$ cat config.mk
export PLATFORM = sky130hd
export DESIGN_NAME = mem_seq_arb
export DESIGN_NICKNAME = d
export VERILOG_FILES = /design/src/rtl/mem_seq_arb.sv
export SDC_FILE = /design/constraint.sdc
export NUM_CORES = 1
export LEC_CHECK = 0
export CORE_MARGIN = 5
export CORE_UTILIZATION = 39
export DETAILED_ROUTE_END_ITERATION = 16
export PLACE_DENSITY = 0.76
export RECOVER_POWER = 50
export REMOVE_ABC_BUFFERS = 1
export SYNTH_ARGS = -nofsm -noshare
export SYNTH_HDL_FRONTEND = slang
export SYNTH_SLANG_ARGS = --single-unit
$ cat constraint.sdc
create_clock -name clk -period 4.3 [get_ports clk]
set_input_delay 0.86 -clock clk [delete_from_list [all_inputs] [get_ports clk]]
set_output_delay 0.86 -clock clk [all_outputs]
set_load 0.05 [all_outputs]
$ cat src/rtl/mem_seq_arb.sv
// mem_seq_arb -- bus arbiter and memory-cycle sequencer.
//
// Grants one of NREQ masters (fixed priority or round-robin), then runs one
// ROM / DRAM / IO / internal cycle for it with per-region wait states. A DRAM
// row is left open after a DRAM cycle so a following access to the same row
// skips the row open. Refresh requests are taken in IDLE ahead of bus requests.
//
// Ports:
//   clk      in   system clock, all state on rising edge
//   reset    in   asynchronous active-high reset
//   req      in   [NREQ] level bus requests, held until ack
//   rr_mode  in   0 = fixed priority (highest index wins), 1 = round-robin
//   region   in   [2] region of the granted cycle: 0 ROM, 1 DRAM, 2 IO, 3 internal
//   rwin     in   1 = read, 0 = write
//   match    in   row address equals the open DRAM row
//   spd      in   [4*WCNTW] wait count per region, field r = spd[r*WCNTW +: WCNTW]
//   waitl    in   active-low external wait, extends an access
//   refreq   in   level refresh request, held until refack
//   gnt      out  [NREQ] one-hot grant, GRANT..ACK
//   ack      out  one-cycle cycle-complete pulse
//   refack   out  one-cycle refresh-complete pulse
//   busy     out  sequencer not idle
//   romcsl, iocsl, rasl, casl, oel, wel  out  active-low strobes
module mem_seq_arb #(
  parameter int NREQ   = 4,
  parameter int RASCYC = 2,
  parameter int REFCYC = 4,
  parameter int WCNTW  = 4
) (
  input  logic                 clk,
  input  logic                 reset,
  input  logic [NREQ-1:0]      req,
  input  logic                 rr_mode,
  input  logic [1:0]           region,
  input  logic                 rwin,
  input  logic                 match,
  input  logic [4*WCNTW-1:0]   spd,
  input  logic                 waitl,
  input  logic                 refreq,
  output logic [NREQ-1:0]      gnt,
  output logic                 ack,
  output logic                 refack,
  output logic                 busy,
  output logic                 romcsl,
  output logic                 iocsl,
  output logic                 rasl,
  output logic                 casl,
  output logic                 oel,
  output logic                 wel
);

  localparam int PW   = (NREQ > 1) ? $clog2(NREQ) : 1;
  localparam int TMAX = (RASCYC > REFCYC) ? RASCYC : REFCYC;
  localparam int TW   = $clog2(TMAX + 1);
  // One counter times RAS, REFRESH and ACCESS, so it covers the widest use.
  localparam int CW   = (WCNTW > TW) ? WCNTW : TW;

  typedef enum logic [2:0] {
    S_IDLE, S_GRANT, S_PRE, S_RAS, S_ACCESS, S_ACK, S_REFRESH
  } state_t;

  state_t          state_q, state_d;
  logic [NREQ-1:0] gnt_q, gnt_d;
  logic [PW-1:0]   ptr_q, ptr_d;
  logic [CW-1:0]   cnt_q, cnt_d;
  logic [1:0]      region_q, region_d;
  logic            rwin_q, rwin_d;
  logic            page_q, page_d;
  logic            preref_q, preref_d;
  logic            ack_q, ack_d;
  logic            refack_q, refack_d;
  logic            busy_q, busy_d;
  logic            romcsl_q, romcsl_d;
  logic            iocsl_q, iocsl_d;
  logic            rasl_q, rasl_d;
  logic            casl_q, casl_d;
  logic            oel_q, oel_d;
  logic            wel_q, wel_d;

  logic [PW-1:0]   win;
  logic [1:0]      reg_eff;
  logic            rwin_eff;
  logic            acc;

  // Fixed priority: highest asserted index. Round-robin: first asserted index
  // at or above the pointer, wrapping. Loops run so the preferred hit is last.
  function automatic logic [PW-1:0] pick_winner(input logic [NREQ-1:0] r,
                                                input logic rr,
                                                input logic [PW-1:0] p);
    logic [PW-1:0] w;
    int            idx;
    w = '0;
    if (!rr) begin
      for (int i = 0; i < NREQ; i++) begin
        if (r[i]) w = PW'(i);
      end
    end else begin
      for (int k = NREQ - 1; k >= 0; k--) begin
        idx = (int'(p) + k) % NREQ;
        if (r[idx]) w = PW'(idx);
      end
    end
    return w;
  endfunction

  function automatic logic [CW-1:0] spd_field(input logic [4*WCNTW-1:0] s,
                                              input logic [1:0] r);
    return CW'(s[int'(r)*WCNTW +: WCNTW]);
  endfunction

  always_comb begin
    state_d  = state_q;
    gnt_d    = gnt_q;
    ptr_d    = ptr_q;
    cnt_d    = cnt_q;
    region_d = region_q;
    rwin_d   = rwin_q;
    page_d   = page_q;
    preref_d = preref_q;

    win = pick_winner(req, rr_mode, ptr_q);

    // Region/direction are live inputs during GRANT and latched afterwards.
    reg_eff  = (state_q == S_GRANT) ? region : region_q;
    rwin_eff = (state_q == S_GRANT) ? rwin : rwin_q;

    case (state_q)
      S_IDLE: begin
        if (refreq) begin
          // Refresh always goes through PRE so the open row is closed first.
          state_d  = S_PRE;
          preref_d = 1'b1;
          page_d   = 1'b0;
        end else if (|req) begin
          state_d  = S_GRANT;
          gnt_d    = '0;
          gnt_d[win] = 1'b1;
          ptr_d    = PW'((int'(win) + 1) % NREQ);
        end
      end
      S_GRANT: begin
        region_d = region;
        rwin_d   = rwin;
        preref_d = 1'b0;
        if (region == 2'd1) begin
          if (page_q && match) begin
            state_d = S_ACCESS;
            cnt_d   = spd_field(spd, region);
          end else if (page_q) begin
            state_d = S_PRE;
            page_d  = 1'b0;
          end else begin
            state_d = S_RAS;
            cnt_d   = CW'(RASCYC - 1);
            page_d  = 1'b1;
          end
        end else begin
          state_d = S_ACCESS;
          cnt_d   = spd_field(spd, region);
        end
      end
      S_PRE: begin
        if (preref_q) begin
          state_d = S_REFRESH;
          cnt_d   = CW'(REFCYC - 1);
        end else begin
          state_d = S_RAS;
          cnt_d   = CW'(RASCYC - 1);
          page_d  = 1'b1;
        end
      end
      S_RAS: begin
        if (cnt_q != '0) begin
          cnt_d = cnt_q - 1'b1;
        end else begin
          state_d = S_ACCESS;
          cnt_d   = spd_field(spd, region_q);
        end
      end
      S_ACCESS: begin
        // Internal cycles are always a single ACCESS cycle.
        if (region_q == 2'd3) begin
          state_d = S_ACK;
        end else if (cnt_q != '0) begin
          cnt_d = cnt_q - 1'b1;
        end else if (waitl) begin
          state_d = S_ACK;
        end
      end
      S_ACK: begin
        state_d = S_IDLE;
        gnt_d   = '0;
      end
      S_REFRESH: begin
        if (cnt_q != '0) begin
          cnt_d = cnt_q - 1'b1;
        end else begin
          state_d = S_IDLE;
        end
      end
      default: begin
        state_d = S_IDLE;
        gnt_d   = '0;
      end
    endcase

    // Outputs are decoded from the next state so they come straight off flops.
    acc      = (state_d == S_ACCESS);
    ack_d    = (state_d == S_ACK);
    refack_d = (state_d == S_REFRESH) && (cnt_d == '0);
    busy_d   = (state_d != S_IDLE);
    romcsl_d = !(acc && reg_eff == 2'd0);
    iocsl_d  = !(acc && reg_eff == 2'd2);
    casl_d   = !(acc && reg_eff == 2'd1);
    oel_d    = !(acc && reg_eff != 2'd3 && rwin_eff);
    wel_d    = !(acc && (reg_eff == 2'd1 || reg_eff == 2'd2) && !rwin_eff);
    // RAS stays low while a row is held open, except during PRE.
    rasl_d   = !((state_d == S_RAS) || (state_d == S_REFRESH) ||
                 (page_d && state_d != S_PRE));
  end

  always_ff @(posedge clk or posedge reset) begin
    if (reset) begin
      state_q  <= S_IDLE;
      gnt_q    <= '0;
      ptr_q    <= '0;
      cnt_q    <= '0;
      region_q <= 2'd0;
      rwin_q   <= 1'b0;
      page_q   <= 1'b0;
      preref_q <= 1'b0;
      ack_q    <= 1'b0;
      refack_q <= 1'b0;
      busy_q   <= 1'b0;
      romcsl_q <= 1'b1;
      iocsl_q  <= 1'b1;
      rasl_q   <= 1'b1;
      casl_q   <= 1'b1;
      oel_q    <= 1'b1;
      wel_q    <= 1'b1;
    end else begin
      state_q  <= state_d;
      gnt_q    <= gnt_d;
      ptr_q    <= ptr_d;
      cnt_q    <= cnt_d;
      region_q <= region_d;
      rwin_q   <= rwin_d;
      page_q   <= page_d;
      preref_q <= preref_d;
      ack_q    <= ack_d;
      refack_q <= refack_d;
      busy_q   <= busy_d;
      romcsl_q <= romcsl_d;
      iocsl_q  <= iocsl_d;
      rasl_q   <= rasl_d;
      casl_q   <= casl_d;
      oel_q    <= oel_d;
      wel_q    <= wel_d;
    end
  end

  assign gnt    = gnt_q;
  assign ack    = ack_q;
  assign refack = refack_q;
  assign busy   = busy_q;
  assign romcsl = romcsl_q;
  assign iocsl  = iocsl_q;
  assign rasl   = rasl_q;
  assign casl   = casl_q;
  assign oel    = oel_q;
  assign wel    = wel_q;

endmodule

Word-level counts from Yosys, hierarchy flattened
Index checks and enable logic that the tools add are counted.
{"block": "totals", "register_bits": 27, "elab_cells": 142, "inputBits": 29}
{"block": "classes", "n_eq_ne": 18, "reduce_logical": 35, "n_bitwise": 5, "shifts": 2, "add_sub_neg": 5, "n_mux": 54, "magnitude_cmp": 6}
{"cell": "two-way mux 4 bit", "n": 8}
{"cell": "variable part select 16 x 5 -> 4 bit", "n": 2}
{"cell": "two-way mux 3 bit", "n": 10}
{"cell": "one-hot mux 4 bit (5 select lines)", "n": 1}
{"cell": "two-way mux 2 bit", "n": 9}
{"cell": "one-hot mux 3 bit (6 select lines)", "n": 1}
{"cell": "two-way mux 1 bit", "n": 17}
{"cell": "equality test 3 bit, second input constant", "n": 5}
{"cell": "< comparator 3 x 4 -> 1 bit, second input constant", "n": 3}
{"cell": "logical AND 1 bit", "n": 11}
{"cell": "equality test 3 x 2 -> 1 bit, second input constant", "n": 3}
{"cell": "binary-select mux 1 bit (select 2 bit)", "n": 4}
{"cell": "!= test 2 bit, second input constant", "n": 4}
{"cell": "one-hot mux 4 bit (2 select lines)", "n": 1}
{"cell": "logical NOT 1 bit", "n": 7}
{"cell": "< comparator 2 x 3 -> 1 bit, second input constant", "n": 2}
{"cell": "AND reduction 3 bit", "n": 2}
{"cell": "OR reduction 2 bit", "n": 3}
{"cell": "OR reduction 5 bit", "n": 1}
{"cell": "adder 2 x 1 -> 2 bit, second input constant", "n": 2}
{"cell": "adder 2 bit, second input constant", "n": 2}
{"cell": "equality test 2 x 1 -> 1 bit, second input constant", "n": 2}
{"cell": "equality test 2 bit, second input constant", "n": 2}
{"cell": "logical NOT 4 bit", "n": 1}
{"cell": "17 further kinds", "n": 22}

Depth between registers and ports, before layout
Gate-level depths: netlist (run 1).
{"block": "depth", "word_depth": 18, "mapped_depth": 8, "mapped_depth_nobuf": 8}

Worst setup path after synthesis (run 1)
No wires, ideal clock.
{"block": "synth_path", "path_type": "input to register", "from": "input port region[0]", "to": "register busy_q (netlist: busy)", "setup_time_ns": 0.131, "arrival_time_ns": 2.091, "path_stages": 6, "setup_slack_ns": 2.078, "cell_sequence": "buf_2 > nor2b_1 > nand3_1 > a32oi_1 > nand2b_1 > or3_1"}
{"block": "synth_between", "elab_chain_len": 4}
{"element": "start, declared", "line_no": "34", "source": "input logic [1:0] region,"}
{"element": "equality test 2 x 1 -> 1 bit", "line_no": "145", "source": "if (region == 2'd1) begin"}
{"element": "two-way mux 3 bit", "line_no": "145"}
{"element": "one-hot mux 3 bit (6 select lines)", "line_no": "127", "source": "case (state_q)"}
{"element": "via state_d[2]", "line_no": "62", "source": "state_t state_q, state_d;"}
{"element": "nonzero test 3 bit", "line_no": "211", "source": "busy_d = (state_d != S_IDLE);"}
{"element": "via busy_d", "line_no": "72", "source": "logic busy_q, busy_d;"}
{"element": "end signal, assigned", "line_no": "252", "source": "busy_q <= busy_d;"}
{"element": "end, declared", "line_no": "72"}
The timed path passes the listed nets, and every way through them passes these cells.
A chain may end at the register's enable or synchronous reset.

Worst setup path in the final report (run 1)
{"block": "layout_path", "from": "register cnt_q[0]", "to": "register busy_q (netlist: busy)"}
{"block": "layout_between", "elab_chain_len": 5, "word_cells_on_any_way": 7}
{"element": "start, declared", "line_no": "65", "source": "logic [CW-1:0] cnt_q, cnt_d;"}
{"element": "start signal, assigned", "line_no": "245", "source": "cnt_q <= cnt_d;"}
{"element": "nonzero test 4 bit *", "line_no": "173, 184, 195"}
{"element": "two-way mux 3 bit", "line_no": "184", "source": "end else if (cnt_q != '0) begin"}
{"element": "two-way mux 3 bit", "line_no": "182", "source": "if (region_q == 2'd3) begin"}
{"element": "one-hot mux 3 bit (6 select lines) *", "line_no": "127"}
{"element": "via state_d[2]", "line_no": "62"}
{"element": "nonzero test 3 bit *", "line_no": "211"}
{"element": "via busy_d", "line_no": "72"}
Mark *: on every way through the listed nets, which the timed path passes. The rest lies on a longest branch.

==> metrics.txt, run 1 <==
setup bufs post-CTS=0; largest net degree at the start of global routing=28; setup TNS=0 ns; H-Tree Level Count=1; GR Overflow Total=0; number of synthesized register bits=27; GRT Resource Usage Total=14.9%; crit end category=register; Initial Util=40.2%; fill count=436; Residual DRC=0; worst rel slew slack=24.2%; Iteration-0 DRC Markers=190; worst setup path category=register to register; Main synth FF type=dfrtp_1; fraction of layout cells with a size suffix above 1=11.3%; final setup fails=0; Worst-Skew Late Latency=0.28 ns; Port Buf Inserts=41; Worst Path Max Fanout=9; IO Count=42; ant diodes=0; Layout Cells excl Fill=284; P_leak=0.970 nW; PD cells=675 nW/um^2; Top Family by Delay on Critical Path=simple AND/OR/NAND/NOR gates; commonest cells after routing, fill and taps aside=39 x clkdlybuf4s50_1, 22 x nand2_1, 21 x dfrtp_1; EDFF count, synth=0; placed inst area=2320 um^2; DR vias/cell=5.86; CTS tree=yes; peak supply drop=322 uV; PostCTS Resize Cnt=0; clk_skew=0.00364 ns; Design Power=1.59 mW; CTS sink count=27; pre-CTS WS=1.27 ns; Unique masters post-synth=51; syn avg cell area=9.66 um^2; commonest non-fill, non-tap cell in the layout=clkdlybuf4s50_1; die width=79.5 um; synthesized area=1880 um^2; synth warn=0; first-pass GRT wire length=7620 um; Num CTS Buffers=3; Max Slew Vio Count=0; maxcap violations=0; Rows=25; post-synth top area share=27.9%; Cells after Synth=195; CTS hold repair buffers=0; WL/cell=15.9 um; First-pass DRT Iterations=4; Async S/R FF share, synth=100%; cell accounting for the most synthesized area=dfrtp_1; Detail Route Antenna Nets=0; critical path, cell by cell=inv_1, ha_1, nor3b_1, a211oi_1, nand2b_1, or3_1; die height=79.5 um; worst setup slack after layout=1.54 ns; sequential cell area=683 um^2; Worst Path Required=4.47 ns; fmax=0.362 GHz; # placed instances=280; status=finished, final reports clean; sequential share of the synthesized area=36.3%; Fin. Hold Viols=0; Post-DP HPWL=3380 um; crit path launch type=register; Arr. time, crit path=2.93 ns; synth-to-layout area growth=24.8%; maximum clock insertion buffer count=2; clock transition at the registers of the reported paths=0.10 ns; fin crit period=2.76 ns; CP max-delay cell=nor3b_1; Period Utilization, post-route=64.2%; largest cells by area after synthesis=dfrtp_1 28%, mux4_2 9.6%, dfstp_2 8.4%; drt total wl=4510 um; area of the multi-input gates=1100 um^2; RSZ-0062 raised after global routing=false; GP Congestion=0.889; vias=1663; CTS root buffer=clkbuf_8; Core Region=4690 um^2; CP bufs+invs=1; fin area=2350 um^2; Hold Path Class=register to register; die area=6320 um^2; final core utilization=50.1%; Final Hold Slack=0.523 ns; vias in the first global route=1627; nets@finish=269; initial antenna violation count=0; Worst-Margin Slew=1.13 ns; CP max stage delay=0.93 ns
## area by class of cell
class	count	area share [%]
multi-input cells	146	46.8
flip-flops and latches	27	29.0
clock buffers	3	1.76
inverters	12	1.91
clock inverters	1	0.213
repair buffers	41	17.4
well taps	54	2.87
## worst min-delay path, delay by kind of cell, from the launching register on
family	cells	cell delay, ns
multiplexers	1	0.10
buffers and inverters	1	0.07
flip-flops	1	0.33
## cell usage after synthesis (3+ instances only)
cell	instances
mux2_2	4
inv_1	12
mux2i_1	3
nand3_1	4
a21oi_1	11
mux4_2	8
dfstp_2	6
nand2_1	22
o22ai_1	3
nor2b_1	3
a21boi_0	4
dfrtp_1	21
nand2b_1	6
a21o_1	3
buf_2	7
nor2_1	13
ha_1	9
o21ai_0	12
## per-layer routing
layer,wire [um],track usage (%)
met5,0,0
met4,65,4.47
met3,252,2.82
met2,2250,25.5
met1,1950,18.9
## final timing paths
check	slack [ns]	from	to	depth (start not counted)
setup reg to reg	1.54	cnt_q[0]	busy	6
setup / recovery	1.54	cnt_q[0]	busy	6
hold / removal	0.52	rwin_q	rwin_q	2
max in group asynchronous	2.41	reset	ack	2
min in group asynchronous	1.27	reset	gnt[0]	2
hold reg to reg	0.52	rwin_q	rwin_q	2
## power breakdown
group          total (mW)  switching [mW]  internal, mW  leakage, nW
Combinational       0.892           0.501         0.392        0.621
Clock               0.150          0.0852        0.0652       0.0255
Sequential          0.545           0.170         0.375        0.323
Total                1.59           0.756         0.832        0.970
## kinds of logic after synthesis
logic type	after synthesis	share of synthesized area, %
multiplexers	15	13.5
AO/OA/AOI/OAI	53	18.7
adder cells (fa/ha/maj)	10	6.51
buffers and inverters	22	4.85
AND/OR/NAND/NOR	68	20.1
flip-flops	27	36.3
## flip-flops by register name (all words and copies together), names as in the netlist
| name | flops |
|---|---|
| ack | 1 |
| state_q | 3 |
| iocsl | 1 |
| cnt_q | 4 |
| rwin_q | 1 |
| ptr_q | 2 |
| region_q | 2 |
| oel | 1 |
| rasl | 1 |
| wel | 1 |
| gnt | 4 |
| refack | 1 |
| romcsl | 1 |
| preref_q | 1 |
| page_q | 1 |
| busy | 1 |
| casl | 1 |
(Power assumes the default switching activity.)
==> run 2, diff against run 1 <==
==> constraint.sdc (replaced) <==
create_clock -name clk -period 2.9 [get_ports clk]
set_input_delay 0.58 -clock clk [delete_from_list [all_inputs] [get_ports clk]]
set_output_delay 0.58 -clock clk [all_outputs]
set_load 0.05 [all_outputs]
==> metrics.txt, run 2 (synthesis gave the netlist of run 1 again) <==
die area=6320 um^2 (unchanged); Iteration-0 DRC Markers=175 (-7.9%); Post-DP HPWL=3520 um (+4.0%); fraction of layout cells with a size suffix above 1=13.1% (+1.8 points); switching pwr=1.12 mW (+49%); setup TNS=0 ns (unchanged); first-pass GRT wire length=7800 um (+2.4%); routing usage on met2=26.0% (+0.50 points); maxcap violations=0 (unchanged); worst setup slack after layout=0.435 ns (-1.10 ns); Worst-Margin Slew=1.44 ns (+0.303 ns); commonest cells after routing, fill and taps aside=39 x clkdlybuf4s50_1, 22 x nand2_1, 21 x dfrtp_1; peak supply drop=679 uV (+110%); CP startpoint=state_q[1]; setup bufs post-CTS=0 (unchanged); crit end category=register; status=finished, final reports clean; ant diodes=0 (unchanged); worst setup path category=register to register; Num CTS Buffers=3 (unchanged); PD cells=997 nW/um^2 (+48%); drt total wl=4600 um (+2.0%); CTS root buffer=clkbuf_8; Max Slew Vio Count=0 (unchanged); hold path start=rwin_q; GR Overflow Total=0 (unchanged); die width=79.5 um (unchanged); P_leak=0.996 nW (+2.7%); H-Tree Level Count=1 (unchanged); Rows=25 (unchanged); synth-to-layout area growth=27.1%; clk_skew=0.00242 ns (-0.00122 ns); CTS tree=yes; placed inst area=2360 um^2 (+1.9%); crit path launch type=register; final setup fails=0 (unchanged); largest net degree at the start of global routing=28 (unchanged); GP Congestion=0.862 (-3.0%); worst rel slew slack=4.12% (-20 points); PostCTS Resize Cnt=0 (unchanged); Worst Path Required=3.11 ns (-1.36 ns); CTS hold repair buffers=0 (unchanged); Arr. time, crit path=2.68 ns (-0.25 ns); end point of the critical path=oel; fin area=2390 um^2 (+1.8%); Reg2Reg Depth=6 (unchanged); GR peak layer=met2; Detail Route Antenna Nets=0 (unchanged); P_int=1.26 mW (+52%); Final Hold Slack=0.516 ns (-0.00649 ns); fmax=0.406 GHz (+12%); sequential share of power=31.7% (-2.6 points); Fin. Hold Viols=0 (unchanged); DR vias/cell=5.72 (-2.3%); RSZ-0062 raised after global routing=false; reg2reg setup slack=0.43 ns (-1.10 ns); Port Buf Inserts=41 (unchanged); GRT met1 Usage=19.8% (+0.93 points); GR Util met3=3.50% (+0.68 points); worst r2r src=state_q[1]; vias in the first global route=1689 (+3.8%); WL/cell=15.9 um (-0.12%); IO Count=42 (unchanged); Hold Path Class=register to register; Residual DRC=0 (unchanged); GRT Resource Usage Total=15.4% (+0.55 points); Worst Path Max Fanout=18 (+9); pre-CTS WS=0.202 ns (-1.06 ns); Worst-Skew Late Latency=0.27 ns (about the same); initial antenna violation count=0 (unchanged); fin crit period=2.47 ns (-0.296 ns); Period Utilization, post-route=85.0% (+21 points); clock transition at the registers of the reported paths=0.09 ns (about the same); die height=79.5 um (unchanged); CTS sink count=27 (unchanged); Initial Util=40.2% (unchanged); nets@finish=275 (+2.2%); vias=1659 (-0.24%); First-pass DRT Iterations=4 (unchanged); switch share=47.1% (-0.56 points); Clk pwr share=9.0% (-0.5 points); maximum clock insertion buffer count=2 (unchanged); Core Region=4690 um^2 (unchanged); commonest non-fill, non-tap cell in the layout=clkdlybuf4s50_1; Comb power frac=59.4% (+3.2 points); RR Endpoint=oel
-- run 2: cell type report --
type | instances | area, um^2
Sequential cell | 27 | 683
Inverter | 12 | 45.0
Tap cell | 54 | 67.6
Multi-Input combinational cell | 146 | 1100
Clock buffer | 3 | 41.3
Fill cell | 439 | 2300
Timing Repair Buffer | 47 | 448
Clock inverter | 1 | 5.00
-- run 2: per-layer routing --
layer	part of all wire, %	wire length, um	up-vias
li1	-	-	796
met1	42	1930	790
met2	50	2290	65
met3	6.6	305	8
met4	1.7	76	0
met5	0	0	-
-- run 2: worst min path at each step --
stage	to	cells past startpoint
detailed placement	rwin_q	2
global placement	rwin_q	2
global route	rwin_q	2
CTS	rwin_q	2
finish	rwin_q	2
floorplan	rwin_q	2
-- run 2: power by group through the flow --
stage	clock (mW)	sequential [mW]	combinational (mW)
after detailed placement	0	0.763	1.42
final	0.214	0.756	1.42
after floorplan	0	0.983	0.751
after global routing	0.236	0.791	1.56
after CTS	0.220	0.758	1.43
after global placement	0	0.762	1.41
-- run 2: metrics by stage --
stage	std cells	util (%)	power [mW]
floorplan	185	-	1.73
global placement	286	50.3	2.17
detailed placement	286	50.3	2.19
CTS	290	51.3	2.41
global route	290	51.0	2.59
finish	290	51.0	2.39
-- run 2: worst max-delay path, stage by stage (launching register included) --
cell     delay (ns)
dfrtp_1        0.56
nor3b_1        0.91
mux2i_1        0.43
inv_1          0.13
ha_1           0.22
nor2_1         0.09
nand2_1        0.06
==> run 3, diff against run 2 <==
--- a/config.mk
+++ b/config.mk
@@ -7,6 +7,7 @@
 export LEC_CHECK = 0
 export CORE_MARGIN = 5
 export CORE_UTILIZATION = 39
+export CTS_BUF_LIST = sky130_fd_sc_hd__clkbuf_4
 export DETAILED_ROUTE_END_ITERATION = 16
 export PLACE_DENSITY = 0.76
 export RECOVER_POWER = 50
==> metrics.txt, run 3 (synthesis gave the netlist of run 1 again) <==
status=finished, final reports clean; synth-to-layout area growth=25.8%; commonest cells after routing, fill and taps aside=40 x clkdlybuf4s50_1, 22 x nand2_1, 21 x dfrtp_1; setup TNS=0 ns (unchanged); fill count=444 (+1.1%); worst setup slack after layout=0.472 ns (+0.0367 ns); fin area=2370 um^2 (-0.99%); Period Utilization, post-route=83.7% (-1.3 points); final setup fails=0 (unchanged); RSZ-0062 raised after global routing=false; crit path launch type=register; die height=79.5 um (unchanged); crit end category=register; CTS root buffer=clkbuf_4; PostCTS Resize Cnt=0 (unchanged); die area=6320 um^2 (unchanged); worst rel slew slack=3.30% (-0.82 points); end point of the critical path=oel; pre-CTS WS=0.202 ns (unchanged); fraction of layout cells with a size suffix above 1=12.7% (-0.42 points); Worst-Margin Slew=1.45 ns (+0.0122 ns); CTS sink count=27 (unchanged); Worst Path Required=3.18 ns (+0.07 ns); CTS tree=yes; Post-DP HPWL=3520 um (unchanged); DR vias/cell=5.63 (-1.6%); Top Family by Delay on Critical Path=simple AND/OR/NAND/NOR gates; critical path, cell by cell=nor3b_1, mux2i_1, inv_1, ha_1, nor2_1, nand2_1; worst r2r src=state_q[1]; largest net degree at the start of global routing=28 (unchanged); GRT met1 Usage=19.9% (+0.071 points); IO Count=42 (unchanged); peak supply drop=631 uV (-7.1%); CP bufs+invs=1 (unchanged); die width=79.5 um (unchanged); WP depth=6 (unchanged); GR Util met3=3.50% (unchanged); ant diodes=0 (unchanged); PD cells=983 nW/um^2 (-1.4%); Fin. Hold Viols=0 (unchanged); Port Buf Inserts=41 (unchanged); placed inst area=2360 um^2 (unchanged); drt total wl=4560 um (-0.93%); Num CTS Buffers=3 (unchanged); GRT Resource Usage Total=15.4% (-0.024 points); CTS hold repair buffers=0 (unchanged); commonest non-fill, non-tap cell in the layout=clkdlybuf4s50_1; Design Power=2.33 mW (-2.4%); nets@finish=275 (unchanged); setup bufs post-CTS=0 (unchanged); Worst-Skew Late Latency=0.33 ns (+0.06 ns); Layout Cells excl Fill=290 (unchanged); GP Congestion=0.862 (unchanged); maximum clock insertion buffer count=2 (unchanged); CP max stage delay=0.85 ns (-0.06 ns); reg2reg setup slack=0.47 ns (+0.04 ns); Core Region=4690 um^2 (unchanged); worst setup path category=register to register; Max Slew Vio Count=0 (unchanged); GR Overflow Total=0 (unchanged); routing usage on met2=25.3% (-0.67 points); CP max-delay cell=nor3b_1; area of the multi-input gates=1100 um^2 (-0.45%); # placed instances=286 (unchanged); Hold Path Class=register to register; first-pass GRT wire length=7730 um (-0.81%); WL/cell=15.7 um (-0.93%); Reg2Reg Depth=6 (unchanged); vias=1632 (-1.6%); Iteration-0 DRC Markers=190 (+8.6%); Initial Util=40.2% (unchanged); sequential cell area=683 um^2 (unchanged); Rows=25 (unchanged); RR Endpoint=oel; H-Tree Level Count=1 (unchanged); CP startpoint=state_q[1]; Worst Path Max Fanout=18 (unchanged); fmax=0.412 GHz (+1.5%); vias in the first global route=1668 (-1.2%); Residual DRC=0 (unchanged); clk_skew=0.00152 ns (-0.000902 ns); Arr. time, crit path=2.71 ns (+0.03 ns); GR peak layer=met2; First-pass DRT Iterations=4 (unchanged); clock transition at the registers of the reported paths=0.15 ns (+0.06 ns); maxcap violations=0 (unchanged); fin crit period=2.43 ns (-0.0367 ns); P_leak=0.981 nW (-1.5%); initial antenna violation count=0 (unchanged); Detail Route Antenna Nets=0 (unchanged)
[run 3: cell count changes in the layout (fill, tap and decap cells not counted)]
| cell | delta |
|---|---|
| clkbuf_4 | +3 |
| nor3b_1 | +1 |
| clkbuf_8 | -3 |
| clkdlybuf4s50_1 | +1 |
| dlygate4sd3_1 | -1 |
| nor3b_2 | -1 |
[run 3: per-layer routing]
metal | routed length, um | part of all wire, %
met5 | 0 | 0
met4 | 68 | 1.5
met3 | 276 | 6.1
met2 | 2240 | 49
met1 | 1970 | 43
[run 3: worst min-delay path, stage by stage (launching register included)]
cell	delay, ns
dfrtp_1	0.35
mux2i_1	0.09
inv_1	0.07
[run 3: power by group]
part	switching [mW]	internal, mW
Combinational	0.803	0.609
Clock	0.115	0.0519
Sequential	0.196	0.556
Total	1.11	1.22
[run 3: final cells by class]
cell class                 instances  area share [%]
clock buffer                       3           0.950
clock inverter                     1           0.211
inverter                          12            1.90
multi-input combinational        146            46.4
sequential                        27            28.8
tap                               54            2.85
timing repair buffer              47            18.9
[run 3: how the worst min path moves through the flow]
stage            from  depth (start not counted)      to
2_1_floorplan  rwin_q                          2  rwin_q
3_3_place_gp   rwin_q                          2  rwin_q
3_5_place_dp   rwin_q                          2  rwin_q
4_1_cts        rwin_q                          2  rwin_q
5_1_grt        rwin_q                          2  rwin_q
6_report       rwin_q                          2  rwin_q
[run 3: per-stage QoR]
stage / hold WS [ns] / utilization (%)
after floorplan: 0.466 / -
after global placement: 0.489 / 50.3
after detailed placement: 0.499 / 50.3
after CTS: 0.533 / 50.9
after global routing: 0.585 / 50.5
final: 0.527 / 50.5
